### src/rtl/zx_video_pkg.sv
// Shared ZX Spectrum screen constants and the line-fetch state encoding.
package zx_video_pkg;

  localparam logic [12:0] ATTR_BASE    = 13'h1800;
  localparam int          SCREEN_COLS  = 32;
  localparam int          SCREEN_LINES = 192;

  typedef enum logic [2:0] {
    ST_IDLE,
    ST_PIX_ISSUE,
    ST_PIX_WAIT,
    ST_ATTR_ISSUE,
    ST_ATTR_WAIT,
    ST_LAST
  } fetch_state_e;

endpackage

### src/rtl/zx_scr_addr.sv
// Spectrum screen address map: (line, column, bitmap/attribute) -> 13-bit screen RAM address.
module zx_scr_addr
  import zx_video_pkg::*;
(
  input  logic [7:0]  line_i,
  input  logic [4:0]  col_i,
  input  logic        is_attr_i,
  output logic [12:0] addr_o
);

  // Bitmap rows are interleaved: third, pixel row within cell, cell row, column.
  always_comb begin
    if (is_attr_i) addr_o = ATTR_BASE + {3'b000, line_i[7:3], col_i};
    else           addr_o = {line_i[7:6], line_i[2:0], line_i[5:3], col_i};
  end

endmodule

### src/rtl/zx_line_fetch.sv
// Read-only screen RAM initiator: fetches one scanline as 32 {bitmap, attribute} pairs.
// Optional ZX_FLASH_EN adds flash_phase input for attribute-driven bitmap inversion.
module zx_line_fetch
  import zx_video_pkg::*;
#(
  parameter int unsigned RD_LAT    = 2,
  parameter int unsigned LAST_LINE = SCREEN_LINES - 1
) (
  input  logic        clk,
  input  logic        reset_n,
  input  logic        start,
  input  logic [7:0]  line,
  input  logic        grant,
`ifdef ZX_FLASH_EN
  input  logic        flash_phase,
`endif
  output logic        busy,
  output logic        done,
  output logic [12:0] ad,
  output logic        ce,
  output logic        oce,
  output logic        wre,
  output logic        iorq,
  input  logic [7:0]  data_in,
  output logic        pix_valid,
  output logic [7:0]  pix_data,
  output logic [7:0]  attr_data,
  output logic [4:0]  col
);

  localparam int unsigned       WAIT_W    = (RD_LAT > 1) ? $clog2(RD_LAT) : 1;
  localparam logic [WAIT_W-1:0] WAIT_LAST = WAIT_W'(RD_LAT - 1);
  localparam logic [4:0]        LAST_COL  = 5'(SCREEN_COLS - 1);

  fetch_state_e      state_q,    state_d;
  logic [7:0]        line_q,     line_d;
  logic [4:0]        col_cnt_q,  col_cnt_d;
  logic [WAIT_W-1:0] wait_q,     wait_d;
  logic [7:0]        pix_byte_q, pix_byte_d;
  logic              pv_q,       pv_d;
  logic [7:0]        pix_out_q,  pix_out_d;
  logic [7:0]        attr_out_q, attr_out_d;
  logic [4:0]        col_out_q,  col_out_d;

  logic        is_attr;
  logic [12:0] scr_addr;

  assign is_attr = (state_q == ST_ATTR_ISSUE);

  zx_scr_addr u_scr_addr (
    .line_i    (line_q),
    .col_i     (col_cnt_q),
    .is_attr_i (is_attr),
    .addr_o    (scr_addr)
  );

  always_comb begin
    // NOTE: every signal gets a default first so no path leaves it unassigned (no latches).
    state_d    = state_q;
    line_d     = line_q;
    col_cnt_d  = col_cnt_q;
    wait_d     = wait_q;
    pix_byte_d = pix_byte_q;
    pv_d       = 1'b0;
    pix_out_d  = pix_out_q;
    attr_out_d = attr_out_q;
    col_out_d  = col_out_q;
    ad         = '0;
    ce         = 1'b0;
    oce        = 1'b0;

    unique case (state_q)
      ST_IDLE: begin
        if (start && (line <= 8'(LAST_LINE))) begin
          line_d    = line;
          col_cnt_d = '0;
          state_d   = ST_PIX_ISSUE;
        end
      end
      ST_PIX_ISSUE, ST_ATTR_ISSUE: begin
        ad = scr_addr;
        if (grant) begin
          ce      = 1'b1;
          oce     = 1'b1;
          wait_d  = '0;
          state_d = (state_q == ST_PIX_ISSUE) ? ST_PIX_WAIT : ST_ATTR_WAIT;
        end
      end
      ST_PIX_WAIT: begin
        oce = 1'b1;
        if (wait_q == WAIT_LAST) begin
          pix_byte_d = data_in;
          state_d    = ST_ATTR_ISSUE;
        end else begin
          wait_d = wait_q + 1'b1;
        end
      end
      ST_ATTR_WAIT: begin
        oce = 1'b1;
        if (wait_q == WAIT_LAST) begin
          pv_d       = 1'b1;
          pix_out_d  = pix_byte_q;
          attr_out_d = data_in;
          col_out_d  = col_cnt_q;
          // The final column parks in LAST so no 33rd read can be issued.
          if (col_cnt_q == LAST_COL) begin
            state_d = ST_LAST;
          end else begin
            col_cnt_d = col_cnt_q + 5'd1;
            state_d   = ST_PIX_ISSUE;
          end
        end else begin
          wait_d = wait_q + 1'b1;
        end
      end
      ST_LAST: state_d = ST_IDLE;
      default: state_d = ST_IDLE;
    endcase
  end

  always_ff @(posedge clk or negedge reset_n) begin
    if (!reset_n) begin
      state_q    <= ST_IDLE;
      line_q     <= '0;
      col_cnt_q  <= '0;
      wait_q     <= '0;
      pix_byte_q <= '0;
      pv_q       <= 1'b0;
      pix_out_q  <= '0;
      attr_out_q <= '0;
      col_out_q  <= '0;
    end else begin
      // NOTE: non-blocking assignments so every register updates from pre-edge values.
      state_q    <= state_d;
      line_q     <= line_d;
      col_cnt_q  <= col_cnt_d;
      wait_q     <= wait_d;
      pix_byte_q <= pix_byte_d;
      pv_q       <= pv_d;
      pix_out_q  <= pix_out_d;
      attr_out_q <= attr_out_d;
      col_out_q  <= col_out_d;
    end
  end

  assign busy      = (state_q != ST_IDLE);
  assign done      = (state_q == ST_LAST);
  assign wre       = 1'b0;
  assign iorq      = 1'b0;
  assign pix_valid = pv_q;
  assign attr_data = attr_out_q;
  assign col       = col_out_q;

`ifdef ZX_FLASH_EN
  assign pix_data = pix_out_q ^ {8{pv_q & attr_out_q[7] & flash_phase}};
`else
  assign pix_data = pix_out_q;
`endif

endmodule

### config.mk
export PLATFORM = sky130hd
export DESIGN_NAME = zx_line_fetch
export DESIGN_NICKNAME = d
export VERILOG_FILES = /design/src/rtl/zx_video_pkg.sv /design/src/rtl/zx_scr_addr.sv /design/src/rtl/zx_line_fetch.sv
export SDC_FILE = /design/constraint.sdc
export NUM_CORES = 1
export LEC_CHECK = 0
export BUFFER_PORTS_ARGS = -buffer_cell sky130_fd_sc_hd__clkbuf_2
export CORE_ASPECT_RATIO = 2
export CORE_MARGIN = 3
export CORE_UTILIZATION = 51
export DETAILED_ROUTE_END_ITERATION = 10
export PLACE_DENSITY = 0.79
export SLEW_MARGIN = 20
export SYNTH_ARGS = -nofsm -noshare
export SYNTH_HDL_FRONTEND = slang
export SYNTH_SLANG_ARGS = --single-unit
### constraint.sdc
create_clock -name clk -period 2.3 [get_ports clk]
set_input_delay 0.46 -clock clk [delete_from_list [all_inputs] [get_ports clk]]
set_output_delay 0.46 -clock clk [all_outputs]
set_load 0.005 [all_outputs]
# Word-level counts from Yosys, hierarchy flattened
# Index checks and enable logic that the tools add are counted.
[word_totals]
regBits = 47
inputBits = 20
wordCells = 58
[op_classes]
n_addsub = 3
n_lt_le_gt_ge = 1
eq_ne = 11
n_mux = 21
reduce_logical = 13
[ops]
columns = ["op", "count"]
rows = [
  ["13-bit 2-to-1 mux", 2],
  ["3-bit 2-to-1 mux", 6],
  ["5-bit 2-to-1 mux", 3],
  ["12-bit by 11-bit adder with 13-bit output (first input constant)", 1],
  ["3-bit case mux with 4 select lines", 1],
  ["2-bit != test (second input constant)", 5],
  ["5-bit case mux with 2 select lines", 1],
  ["8-bit <= comparator (second input constant)", 1],
  ["2-bit AND reduction", 4],
  ["4-bit AND reduction", 2],
  ["3-bit by 2-bit equality test with 1-bit output (second input constant)", 2],
  ["3-bit equality test (second input constant)", 2],
  ["1-bit 2-to-1 mux", 6],
  ["5-bit by 1-bit adder with 5-bit output (second input constant)", 1],
  ["5-bit equality test (second input constant)", 1],
  ["1-bit case mux with 2 select lines", 2],
  ["2-bit nonzero test", 2],
  ["2-bit OR reduction", 2],
  ["3-bit by 1-bit equality test with 1-bit output (second input constant)", 1],
  ["3-bit logical NOT", 1],
  ["3-bit nonzero test", 1],
  ["1-bit adder (second input constant)", 1],
  ["1-bit logical AND", 1],
]

# Logic depth before layout (Yosys ltp)
[depth]
ltp_word = 4
ltp_mapped = 6
ltp_nobuf = 6

# Cells and area by module
# From an unflattened synthesis, not the netlist that was laid out.
[hier_totals]
cells_unflattened = 168
area_unflattened_um2 = 2158.3
[modules_own_cells]
columns = ["mod", "n_inst", "cells_per_inst", "area_each_um2"]
rows = [
  ["zx_line_fetch", 1, 155, 2054.5],
  ["zx_scr_addr", 1, 13, 103.8],
]

# Least setup slack after synthesis
# OpenSTA, ideal clock, no wires.
[synth_path]
kind = "reg2reg"
from = "register col_cnt_q[0]"
to = "register col_cnt_q[2]"
setup_time_ns = 0.064
arrival_ns = 1.537
t_required_ns = 2.236
setup_slack_ns = 0.699
stages_incl_launch_ff = 7
path_buffers = 0
synth_period_minus_slack_ns = 1.601
path_cell_list = "dfrtp_1 -> ha_1 -> and3_1 -> ha_1 -> nor4bb_1 -> o211ai_1 -> a21bo_2"
[synth_via]
elab_chain_cells = 4
[synth_rtl]
columns = ["element", "line_no", "text"]
rows = [
  ["start: declaration", "zx_line_fetch.sv:37", "logic [4:0] col_cnt_q, col_cnt_d;"],
  ["start signal: assignment", "zx_line_fetch.sv:136", "col_cnt_q <= col_cnt_d;"],
  ["5-bit by 1-bit adder with 5-bit output", "zx_line_fetch.sv:109", "col_cnt_d = col_cnt_q + 5'd1;"],
  ["5-bit 2-to-1 mux", "zx_line_fetch.sv:106", "if (col_cnt_q == LAST_COL) begin"],
  ["5-bit 2-to-1 mux", "zx_line_fetch.sv:100", "if (wait_q == WAIT_LAST) begin"],
  ["5-bit case mux with 2 select lines", "zx_line_fetch.sv:72", "unique case (state_q)"],
]
# Several ways; a longest one is shown, not always the timed one. The select of a mux whose other input is x is not followed.
# A chain may end at the register's enable or synchronous reset.

# Worst setup path after layout
[layout_path]
from = "register state_q[2]"
to = "output port ad[10]"
[layout_via]
elab_chain_cells = 3
[layout_rtl]
columns = ["element", "line_no", "text"]
rows = [
  ["start: declaration", "zx_line_fetch.sv:35", "fetch_state_e state_q, state_d;"],
  ["start signal: assignment", "zx_line_fetch.sv:134", "state_q <= state_d;"],
  ["3-bit by 2-bit equality test with 1-bit output or 3-bit by 1-bit equality test with 1-bit output (tied branches)", "zx_line_fetch.sv:48, zx_line_fetch.sv:72", ""],
  ["13-bit 2-to-1 mux or 2-bit OR reduction (tied branches)", "zx_scr_addr.sv:13, zx_line_fetch.sv:72", ""],
  ["13-bit 2-to-1 mux *", "zx_line_fetch.sv:72", ""],
  ["end: declaration", "zx_line_fetch.sv:19", "output logic [12:0] ad,"],
]
# Mark *: on every way between the ends. The rest lies on a longest branch, timed or not.

==> summary.log <==
INFO  synth          post-synth-top-area-fraction=56.6%
INFO  pwr            total_leakage_power=1.30nW
INFO  routing        via_per_inst=5.20
INFO  die            fp-row-count=32
INFO  grt            gr-usage-all-layers=17.4%
INFO  die            core_area=3880um2
INFO  final_layout   area_growth_syn_to_layout=22.1%
INFO  synth          yosys_register_bits=47
INFO  grt            grt.overflow.total=0
INFO  synth          number_of_synthesized_flops_with_an_enable_pin=0
INFO  synth          top_ff_cell_synth=sky130_fd_sc_hd__dfrtp_1
INFO  synth          mappedNetlistArea=2080um2
INFO  synth          yosys.area.top_type=sky130_fd_sc_hd__dfrtp_1
INFO  routing        final_antenna_net_count=0
INFO  timing         grt_setup_unrepaired=no
INFO  clock_tree     tritoncts=done
INFO  clock_tree     cts-root-buf=sky130_fd_sc_hd__clkbuf_8
INFO  clock_tree     cts_resized=0
INFO  pwr            pwr-share-seq=45.0%
INFO  clock_tree     clock_path_buffers=2
INFO  worst_setup_path cp_capture_type=output port
INFO  routing        drt-pass1-iter-count=3
INFO  die            floorplan.initialDensity=53.5%
INFO  synth          synth-async-reset-ratio=100%
INFO  timing         tightestPinTransition=0.614ns
INFO  worst_setup_path cp.required=1.84ns
INFO  routing        detail_route.drc_violations=0
INFO  worst_setup_path rr_startpoint=state_q[0]
INFO  clock_tree     cts_max_level=2
INFO  clock_tree     cts_hold_buf=0
INFO  worst_setup_path crit_path_start=state_q[2]
INFO  pwr            pwr-share-clk=18.4%
INFO  clock_tree     cts.sink_count=47
INFO  synth          post_synth_num_cell_types=36
INFO  timing         setup-violations-final=0
INFO  timing         fmaxAchievable=487MHz
INFO  routing        dr.first_iter.drc_count=14
INFO  grt            grt_max_degree=48
INFO  pwr            power.ir.vdd_worst=0.822mV
INFO  place          port-buffer-count=58
INFO  place          detailedPlacementHpwl=2.91mm
INFO  pwr            pwr-share-comb=36.7%
INFO  grt            via_count_of_the_first_global_routing_pass=1,395
INFO  run_status     outcome=complete, no violations
INFO  pwr            switching_share=31.0%
INFO  grt            antenna_found_initial=0
INFO  final_layout   post_route_cells_drive_above_1_share=52.1%
INFO  die            top_level_ports=61
INFO  timing         drv_slew=0
INFO  pwr            total_power=3.11mW
INFO  final_layout   antenna_cells=0
INFO  place          globalplace.congestion=0.898
INFO  timing         totalNegativeSetupSlack=0ns
INFO  routing        num_vias=1,393
INFO  worst_setup_path setup.worst_path.class=flop to output port
INFO  pwr            power.density=1230nW/um2
INFO  timing         share_of_the_cycle_needed_by_the_critical_path_after_routing=89.2%
INFO  synth          syn_inst=154
INFO  die            die_x=51.1um
INFO  synth          synthTopCellsByArea=sky130_fd_sc_hd__dfrtp_1 (57%), sky130_fd_sc_hd__mux2_2 (21%), sky130_fd_sc_hd__and2_1 (2.7%)
INFO  worst_hold_path holdCritPathClass=input port to asynchronous set/reset pin
INFO  timing         fin_worst_skew=0.00640ns
INFO  clock_tree     cts_buf_count=5
INFO  routing        final_wl=3.84mm
INFO  clock_tree     cts.clk_slew.worst_paths=0.08ns
INFO  clock_tree     clock_latency=0.29ns
INFO  pwr            power_spent_charging_and_discharging_nets=0.964mW
INFO  synth          seq_area_frac_synth=56.6%
INFO  timing         final_period_minus_worst_setup_slack=2.05ns
INFO  clock_tree     post-cts-setup-buffers=0
INFO  timing         max-slew-margin-rel=58.9%
INFO  worst_setup_path path_max_fanout=7
INFO  grt            grt_first_pass_wirelength=6.33mm
INFO  die            floorplan.die.height=96.3um
INFO  final_layout   final_design_area_no_fill=2540um2
INFO  synth          syn_avg_cell_area=13.5um2
INFO  final_layout   nets=239
INFO  worst_setup_path cp.arrival=1.59ns
INFO  place          dpl_worst_slack=0.514ns
INFO  pwr            internal-power=2.15mW
INFO  place          post_dp_cell_area=2430um2
INFO  job            cap_viol_max_count=0
INFO  timing         report.final.hold_viol_count=0
INFO  routing        avgRoutedWirePerCell=14.3um
INFO  synth          synth.yosys.warnings=0
INFO  die            design.die.area=4920um2
INFO  worst_setup_path crit_path_start_kind=flop
INFO  timing         worst_slack=0.248ns
INFO  synth          yosys-top-cells-count=sky130_fd_sc_hd__dfrtp_1 (47), sky130_fd_sc_hd__mux2_2 (39), sky130_fd_sc_hd__nor2_1 (11)
INFO  synth          synth_most_common_cell=sky130_fd_sc_hd__dfrtp_1
==> kinds of logic (layout without fill, tap and decap cells) <==
kind of cell	Yosys count	count (layout)	share of synthesized area, %
AO/OA/AOI/OAI	11	11	4.34
multiplexers	42	42	22.6
buffers and inverters	11	73	3.19
other	1	2	0.180
AND/OR/NAND/NOR	38	38	11.1
XOR/XNOR	2	2	0.843
adder cells (fa/ha/maj)	2	2	1.20
flip-flops	47	47	56.6
==> layout make-up <==
class | instances | area, um2
clock inverter | 2 | 37.5
sequential | 47 | 1180
fill | 319 | 1350
multi-input combinational | 97 | 840
timing repair buffer | 63 | 340
clock buffer | 5 | 68.8
inverter | 3 | 11.3
tap | 51 | 63.8
==> state kept, by name, indices dropped and copies added (netlist names) <==
register,cells
pix_valid,1
attr_data,8
col,5
line_q,8
pix_data,8
pix_byte_q,8
wait_q,1
state_q,3
col_cnt_q,5
==> worst max-delay path, stage by stage (launching register included) <==
cell and delay (ns):
sky130_fd_sc_hd__dfrtp_1 0.48, sky130_fd_sc_hd__buf_4 0.20, sky130_fd_sc_hd__nand2b_1 0.24, sky130_fd_sc_hd__nor3b_1 0.24
sky130_fd_sc_hd__clkbuf_2 0.14
==> layout by cell type, fill, tap and decap left out, drive strengths merged, types with 2 or more instances in the layout <==
cell and n:
conb 2, nor2 11, nor3b 2, a22o 2
clkbuf 63, nand2b 2, mux2i 3, dfrtp 47
nand2 5, and2 9, ha 2, inv 3
mux2 39, buf 5, nor2b 2
==> path summary, 6_finish.rpt <==
| check | endpoint | slack [ns] | depth (start not counted) |
|---|---|---|---|
| worst min-delay path | col[1] | 0.24 | 2 |
| worst min register to register | line_q[3] | 0.50 | 1 |
| min in group clk | line_q[0] | 0.39 | 2 |
| max in group asynchronous | line_q[3] | 1.68 | 2 |
| worst max-delay path | ad[10] | 0.25 | 4 |
| worst max register to register | col_cnt_q[0] | 0.50 | 3 |
==> power by group through the flow <==
stage | clock network [mW] | registers (mW) | logic (mW)
floorplan | 0 | 1.35 | 0.759
global placement | 0 | 1.40 | 1.13
detailed placement | 0 | 1.42 | 1.16
CTS | 0.598 | 1.40 | 1.17
global route | 0.630 | 1.45 | 1.25
finish | 0.572 | 1.40 | 1.14
==> routing by layer <==
| layer | share of wire [%] | vias up | wire, um | GRT usage (%) |
|---|---|---|---|---|
| li1 | - | 652 | - | - |
| met1 | 36 | 677 | 1400 | 18.1 |
| met2 | 53 | 52 | 2040 | 30.6 |
| met3 | 7.0 | 12 | 269 | 4.96 |
| met4 | 3.3 | 0 | 128 | 9.44 |
| met5 | 0 | - | 0 | 0 |
==> through the flow <==
stage / utilization (%) / hold slack, ns / instances
5_1_grt: 65.3 / 0.277 / 268
4_1_cts: 65.3 / 0.252 / 268
6_report: 65.3 / 0.238 / 268
3_3_place_gp: 62.6 / 0.479 / 261
2_1_floorplan: - / 0.164 / 155
3_5_place_dp: 62.6 / 0.486 / 261
Note: power is estimated with default switching activity, not from simulation.
